<file path="src/rtl/pdp8_bus_target.sv">
// Bus target for the PDP-8 byte-serial CPU bus: decodes address/IO/data beats and
// bridges them to a 12-bit memory port and a 12-bit IO device port.
module pdp8_bus_target #(
  parameter int unsigned RD_LATENCY = 1
) (
  input  logic        clk,
  input  logic        reset,
  input  logic [7:0]  bus_in,
  output logic [3:0]  bus_data,
  output logic [11:0] mem_addr,
  output logic        mem_re,
  input  logic [11:0] mem_rdata,
  output logic        mem_we,
  output logic [11:0] mem_wdata,
  output logic [5:0]  io_dev,
  output logic [2:0]  io_fn,
  output logic        io_re,
  input  logic [11:0] io_rdata,
  output logic        io_we,
  output logic [11:0] io_wdata,
  input  logic        io_ready_in,
  input  logic        io_skip_in,
  input  logic        int_req_in,
  output logic        proto_err
);

  localparam int unsigned WORD_W = 12;
  localparam int unsigned HALF_W = 6;
  localparam bit          LAT1   = (RD_LATENCY != 0);

  localparam logic [2:0] S_IDLE         = 3'd0;
  localparam logic [2:0] S_ADDR_LO_SEEN = 3'd1;
  localparam logic [2:0] S_ADDR_DONE    = 3'd2;
  localparam logic [2:0] S_IO           = 3'd3;
  localparam logic [2:0] S_D_HI         = 3'd4;
  localparam logic [2:0] S_D_MID        = 3'd5;

  logic [2:0]        state_q, state_d;
  logic [HALF_W-1:0] alo_q;
  logic [WORD_W-1:0] addr_q;
  logic [WORD_W-1:0] rbuf_q;
  logic [WORD_W-1:0] wdata_q;
  logic [7:0]        wd_q;
  logic              wr_q;
  logic              io_cyc_q;
  logic [HALF_W-1:0] io_dev_q;
  logic [2:0]        io_fn_q;
  logic              re_q;
  logic              mem_we_q;
  logic              io_we_q;
  logic              perr_q;

  logic is_alo, is_ahi, is_io, is_dhi, is_dmid, is_dlo, wbit;
  logic err_c, take_hi, take_io, take_dhi, take_dmid, take_dlo;

  // Beat classification; 011x1xxx matches nothing and is always illegal.
  assign is_alo  = (bus_in[7:6] == 2'b10);
  assign is_ahi  = (bus_in[7:6] == 2'b11);
  assign is_io   = (bus_in[7:5] == 3'b011) && !bus_in[3];
  assign is_dhi  = (bus_in[7:5] == 3'b000);
  assign is_dmid = (bus_in[7:5] == 3'b001);
  assign is_dlo  = (bus_in[7:5] == 3'b010);
  assign wbit    = bus_in[4];

  // Next-state: an addr[5:0] beat always restarts; anything out of order errors to IDLE.
  always_comb begin
    state_d   = state_q;
    err_c     = 1'b0;
    take_hi   = 1'b0;
    take_io   = 1'b0;
    take_dhi  = 1'b0;
    take_dmid = 1'b0;
    take_dlo  = 1'b0;
    if (is_alo) begin
      state_d = S_ADDR_LO_SEEN;
    end else begin
      case (state_q)
        S_ADDR_LO_SEEN: begin
          if (is_ahi) begin
            take_hi = 1'b1;
            state_d = S_ADDR_DONE;
          end else err_c = 1'b1;
        end
        S_ADDR_DONE: begin
          if (is_io) begin
            take_io = 1'b1;
            state_d = S_IO;
          end else if (is_dhi) begin
            take_dhi = 1'b1;
            state_d  = S_D_HI;
          end else err_c = 1'b1;
        end
        S_IO: begin
          if (is_dhi) begin
            take_dhi = 1'b1;
            state_d  = S_D_HI;
          end else err_c = 1'b1;
        end
        S_D_HI: begin
          if (is_dmid && (wbit == wr_q)) begin
            take_dmid = 1'b1;
            state_d   = S_D_MID;
          end else err_c = 1'b1;
        end
        S_D_MID: begin
          if (is_dlo && (wbit == wr_q)) begin
            take_dlo = 1'b1;
            state_d  = S_IDLE;
          end else err_c = 1'b1;
        end
        default: err_c = 1'b1;
      endcase
      if (err_c) state_d = S_IDLE;
    end
  end

  // Beat-time responses; the data-hi beat right after addr[11:6] sees memory data directly.
  always_comb begin
    bus_data = 4'h0;
    mem_re   = 1'b0;
    io_re    = 1'b0;
    mem_addr = addr_q;
    io_dev   = io_dev_q;
    io_fn    = io_fn_q;
    if (take_hi) begin
      mem_re   = 1'b1;
      mem_addr = {bus_in[5:0], alo_q};
    end
    if (take_io) begin
      io_dev   = addr_q[5:0];
      io_fn    = bus_in[2:0];
      io_re    = !wbit;
      bus_data = {1'b0, int_req_in, io_skip_in, io_ready_in};
    end
    if (!wbit) begin
      if (take_dhi)  bus_data = (LAT1 && re_q) ? mem_rdata[11:8] : rbuf_q[11:8];
      if (take_dmid) bus_data = rbuf_q[7:4];
      if (take_dlo)  bus_data = rbuf_q[3:0];
    end
    if (reset) begin
      bus_data = 4'h0;
      mem_re   = 1'b0;
      io_re    = 1'b0;
      mem_addr = '0;
      io_dev   = '0;
      io_fn    = '0;
    end
  end

  assign mem_we    = mem_we_q & ~reset;
  assign io_we     = io_we_q & ~reset;
  assign proto_err = perr_q & ~reset;
  assign mem_wdata = wdata_q;
  assign io_wdata  = wdata_q;

  always_ff @(posedge clk) begin
    if (reset) begin
      state_q  <= S_IDLE;
      alo_q    <= '0;
      addr_q   <= '0;
      rbuf_q   <= '0;
      wdata_q  <= '0;
      wd_q     <= '0;
      wr_q     <= 1'b0;
      io_cyc_q <= 1'b0;
      io_dev_q <= '0;
      io_fn_q  <= '0;
      re_q     <= 1'b0;
      mem_we_q <= 1'b0;
      io_we_q  <= 1'b0;
      perr_q   <= 1'b0;
    end else begin
      state_q  <= state_d;
      re_q     <= take_hi;
      mem_we_q <= take_dlo & wbit & ~io_cyc_q;
      io_we_q  <= take_dlo & wbit & io_cyc_q;
      perr_q   <= perr_q | err_c;
      if (is_alo) begin
        alo_q    <= bus_in[5:0];
        io_cyc_q <= 1'b0;
      end
      if (take_hi) addr_q <= {bus_in[5:0], alo_q};
      if (take_io) begin
        io_cyc_q <= 1'b1;
        io_dev_q <= addr_q[5:0];
        io_fn_q  <= bus_in[2:0];
      end
      // IO read data wins over the speculative memory read landing in the same cycle.
      if (take_io && !wbit) rbuf_q <= io_rdata;
      else if (LAT1 ? re_q : take_hi) rbuf_q <= mem_rdata;
      if (take_dhi) begin
        wr_q      <= wbit;
        wd_q[7:4] <= bus_in[3:0];
      end
      if (take_dmid) wd_q[3:0] <= bus_in[3:0];
      if (take_dlo && wbit) wdata_q <= {wd_q, bus_in[3:0]};
    end
  end

endmodule

</file>
<file path="config.mk">
export PLATFORM = sky130hd
export DESIGN_NAME = pdp8_bus_target
export DESIGN_NICKNAME = d
export VERILOG_FILES = /design/src/rtl/pdp8_bus_target.sv
export SDC_FILE = /design/constraint.sdc
export NUM_CORES = 1
export LEC_CHECK = 0
export ABC_AREA = 1
export CAP_MARGIN = 20
export CORE_UTILIZATION = 51
export DETAILED_ROUTE_END_ITERATION = 10
export GPL_TIMING_DRIVEN = 0
export PLACE_DENSITY = 0.85
export SLEW_MARGIN = 20
export SYNTH_ARGS = -nofsm -noshare
export SYNTH_HDL_FRONTEND = slang
export SYNTH_SLANG_ARGS = --single-unit
</file>
<file path="constraint.sdc">
create_clock -name clk -period 2.25 [get_ports clk]
set_input_delay 0.45 -clock clk [delete_from_list [all_inputs] [get_ports clk]]
set_output_delay 0.45 -clock clk [all_outputs]
set_load 0.01 [all_outputs]
</file>
==> metrics.md <==
| Metric | Value |
|---|---|
| Status | `complete, but fails checks` |
| Failing checks | `DRC` |
| GRT overflow | `0` |
| Comb power frac | `8.4%` |
| Final Hold Fails | `0` |
| Power share of the clock group | `44.3%` |
| Critical Path Source Type | `register` |
| Antenna Nets Post-Route | `0` |
| Min-Delay Endpoint | `rbuf_q[0]` |
| Dpl hpwl | `6010 microns` |
| Worst vdd ir | `0.531 mV` |
| Sequential Power Share | `47.3%` |
| Crit Path Max Fanout | `6` |
| Rel. slew slack | `61.5%` |
| Worst path arrival time | `1760 ps` |
| Int Pwr | `0.00198 W` |
| Most common cell after layout, fill and taps aside | `nor2_1` |
| Power per cell area | `574 nW/um^2` |
| Clock root buffer | `clkbuf_8` |
| Vias in the first global route | `3203` |
| 1st-pass router iterations | `11` |
| Clock tree buffer depth | `2` |
| Initial drt markers | `202` |
| WP buf/inv | `4` |
| Leak | `2.02 nW` |
| Crit path cell chain | `inv_2, nor2_4, nand3_4, buf_4, nor2_1, o31ai_1, inv_1, dlygate4sd2_1` |
| Initial Util | `52.8%` |
| Worst Reg-to-Reg Cells | `9` |
| Site row count | `28` |
| Overall die area | `6410 sq um` |
| Switching Share | `23.7%` |
| Synth Register Bits | `68` |
| Sink Count | `68` |
| Final worst slack | `40.6 ps` |
| Post-synthesis sequential area ratio | `43.8%` |
| CTS buffer count | `9` |
| CP endpoint kind | `output port` |
| Req. time, crit path | `1800 ps` |
| Reg-to-reg endpoint | `rbuf_q[11]` |
| Post-Syn Instances | `424` |
| Worst r2r src | `state_q[1]` |
| Final setup viols | `0` |
| I/O Buffers | `89` |
| Die H | `80.0 microns` |
| Residual DRC count | `2` |
| Hold depth | `2` |
| Vias per cell | `5.44` |
| Worst-skew pair later-pin latency | `350 ps` |
| Max-cap violation count | `0` |
| Slew Limit Fails | `0` |
| P_sw | `0.000613 W` |
| Crit-path max cell delay | `360 ps` |
| Largest net degree at the start of global routing | `13` |
| Cell area after layout | `4510 sq um` |
| Final Wtd Congestion | `0.894` |
| Syn_nets | `461` |
| Total track usage | `29.4%` |
| Post-synth EDFFs | `0` |
| Antenna violations before repair | `0` |
| CTS tree | `yes` |
| Synthesis Warnings | `0` |
| H-Tree Level Count | `3` |
| CP delay by family, top | `buffers and inverters` |
| Routed wire length | `9330 microns` |
| Critical-path top delay cell | `dfxtp_2` |
| Ports | `91` |
| CORE AREA | `5890 sq um` |
| Most frequent cells in the layout | `81 x nor2_1, 71 x nand2_1, 64 x dfxtp_1` |
| Pre-CTS WS | `-853 ps` |
| Clk_skew | `6.86 ps` |
| FF-to-FF setup slack | `650 ps` |
| Share of cells above drive strength 1 | `24.3%` |
| First-pass GRT wire length | `14300 microns` |
| DP Area | `4090 sq um` |
| Clock period minus worst slack | `2210 ps` |
| CTS Hold Buffers Added | `0` |
| Via count | `3411` |
| Async set or reset register ratio after synthesis | `0%` |
| Final core occ | `76.7%` |
| Synth cell types | `30` |
| Cell area after synthesis | `3110 sq um` |
| HP Class | `in2reg` |
| CTS clk-pin slew, worst paths | `80 ps` |
| Hold Path Origin | `reset` |
| Crit Path Class | `reg2out` |
| DR WL/cell | `14.9 microns` |
| Layout area overhead | `45.4%` |
| Final period util | `98.2%` |
| Worst Tran Pin Value | `577 ps` |
| Nets | `584` |
| Inserted Diodes | `0` |
| RSZ-0062 raised after global routing | `true` |
| Mean Syn Cell Area | `7.32 sq um` |
| Most used DFF post-synth | `dfxtp_1` |
| Fmax | `453 MHz` |
| Die X | `80.0 microns` |
[Yosys cell counts, types with 5 or more instances]
cell type  instances  share of area [%]
clkbuf_1           8               0.97
nand2_1           77                9.3
inv_1             26                3.1
nand3_1           26                4.2
o21ai_0           36                5.8
buf_4             15                3.6
dfxtp_1           68                 44
a211oi_1           6                1.5
a21oi_1           32                5.2
nor2_1            83                 10
mux2i_1            5                1.6
[how the worst max path moves through the flow]
stage                           from     endpoint  slack (ps)  cells past startpoint
after global routing      state_q[1]  bus_data[3]         -50                      8
final                     state_q[1]  bus_data[3]          40                      8
after floorplan            bus_in[4]  bus_data[0]         430                      8
after global placement     bus_in[3]  bus_data[0]        -810                      8
after detailed placement   bus_in[3]    io_dev[2]        -850                      7
after CTS                 state_q[1]  mem_addr[5]       -0.06                      9
[metrics by stage]
step	instances	TNS [ps]	power, W	hold WS (ps)
global placement	588	-17660	0.00145	426
CTS	616	-0.0580	0.00257	346
global route	627	-209	0.00267	346
floorplan	424	0	0.00134	410
finish	627	0	0.00259	350
detailed placement	588	-18770	0.00145	427
[final cells by class]
type | count | area, sq um
Buffer | 30 | 250
Clock buffer | 11 | 141
Clock inverter | 5 | 85.1
Fill cell | 403 | 1370
Inverter | 30 | 120
Multi-Input combinational cell | 295 | 1500
Sequential cell | 68 | 1370
Tap cell | 75 | 93.8
Timing Repair Buffer | 113 | 952
[cells by family (layout without fill, tap and decap cells)]
kind of cell | Yosys count | after routing | synth area share [%]
mux | 5 | 5 | 1.61
compound gates | 83 | 83 | 14.2
flops | 68 | 68 | 43.8
simple gates | 207 | 207 | 29.6
buf+inv | 61 | 189 | 10.8
[state kept, by name (all words and copies together) (netlist names), 3 cells and up]
name,cells
addr_q,12
io_wdata,12
rbuf_q,12
wd_q,8
alo_q,6
io_dev_q,6
io_fn_q,3
state_q,3
[power groups by stage]
stage / combinational (W) / clock, W / sequential (W)
2_1_floorplan: 0.0000847 / 0 / 0.00125
3_3_place_gp: 0.000192 / 0 / 0.00125
3_5_place_dp: 0.000196 / 0 / 0.00125
4_1_cts: 0.000202 / 0.00114 / 0.00123
5_1_grt: 0.000236 / 0.00121 / 0.00123
6_report: 0.000219 / 0.00115 / 0.00123
[per-layer routing]
metal | wire, microns | GRT usage (%) | vias to the layer above | part of all wire, %
li1 | - | - | 1608 | -
met5 | 0 | 0 | - | 0
met1 | 3620 | 33.1 | 1597 | 39
met2 | 4730 | 52.5 | 176 | 51
met4 | 294 | 10.5 | 0 | 3.2
met3 | 688 | 8.23 | 30 | 7.4
[worst reg2reg max path: stages, from the launching register on]
cell and delay, ps:
dfxtp_2 360, inv_2 70, nor2_4 170, nand2_4 70, nor2_4 120, buf_6 130
buf_4 110, nand2_4 50, buf_6 140, a211oi_1 280
[timing repair]
action                                  4_1_cts  5_1_grt
gates resized for setup                      90       52
gates cloned                                  0        0
pin swaps                                     7       15
endpoints found under the setup margin       27       24
buffers inserted                             13       11
Note: power is estimated with default switching activity, not from simulation.
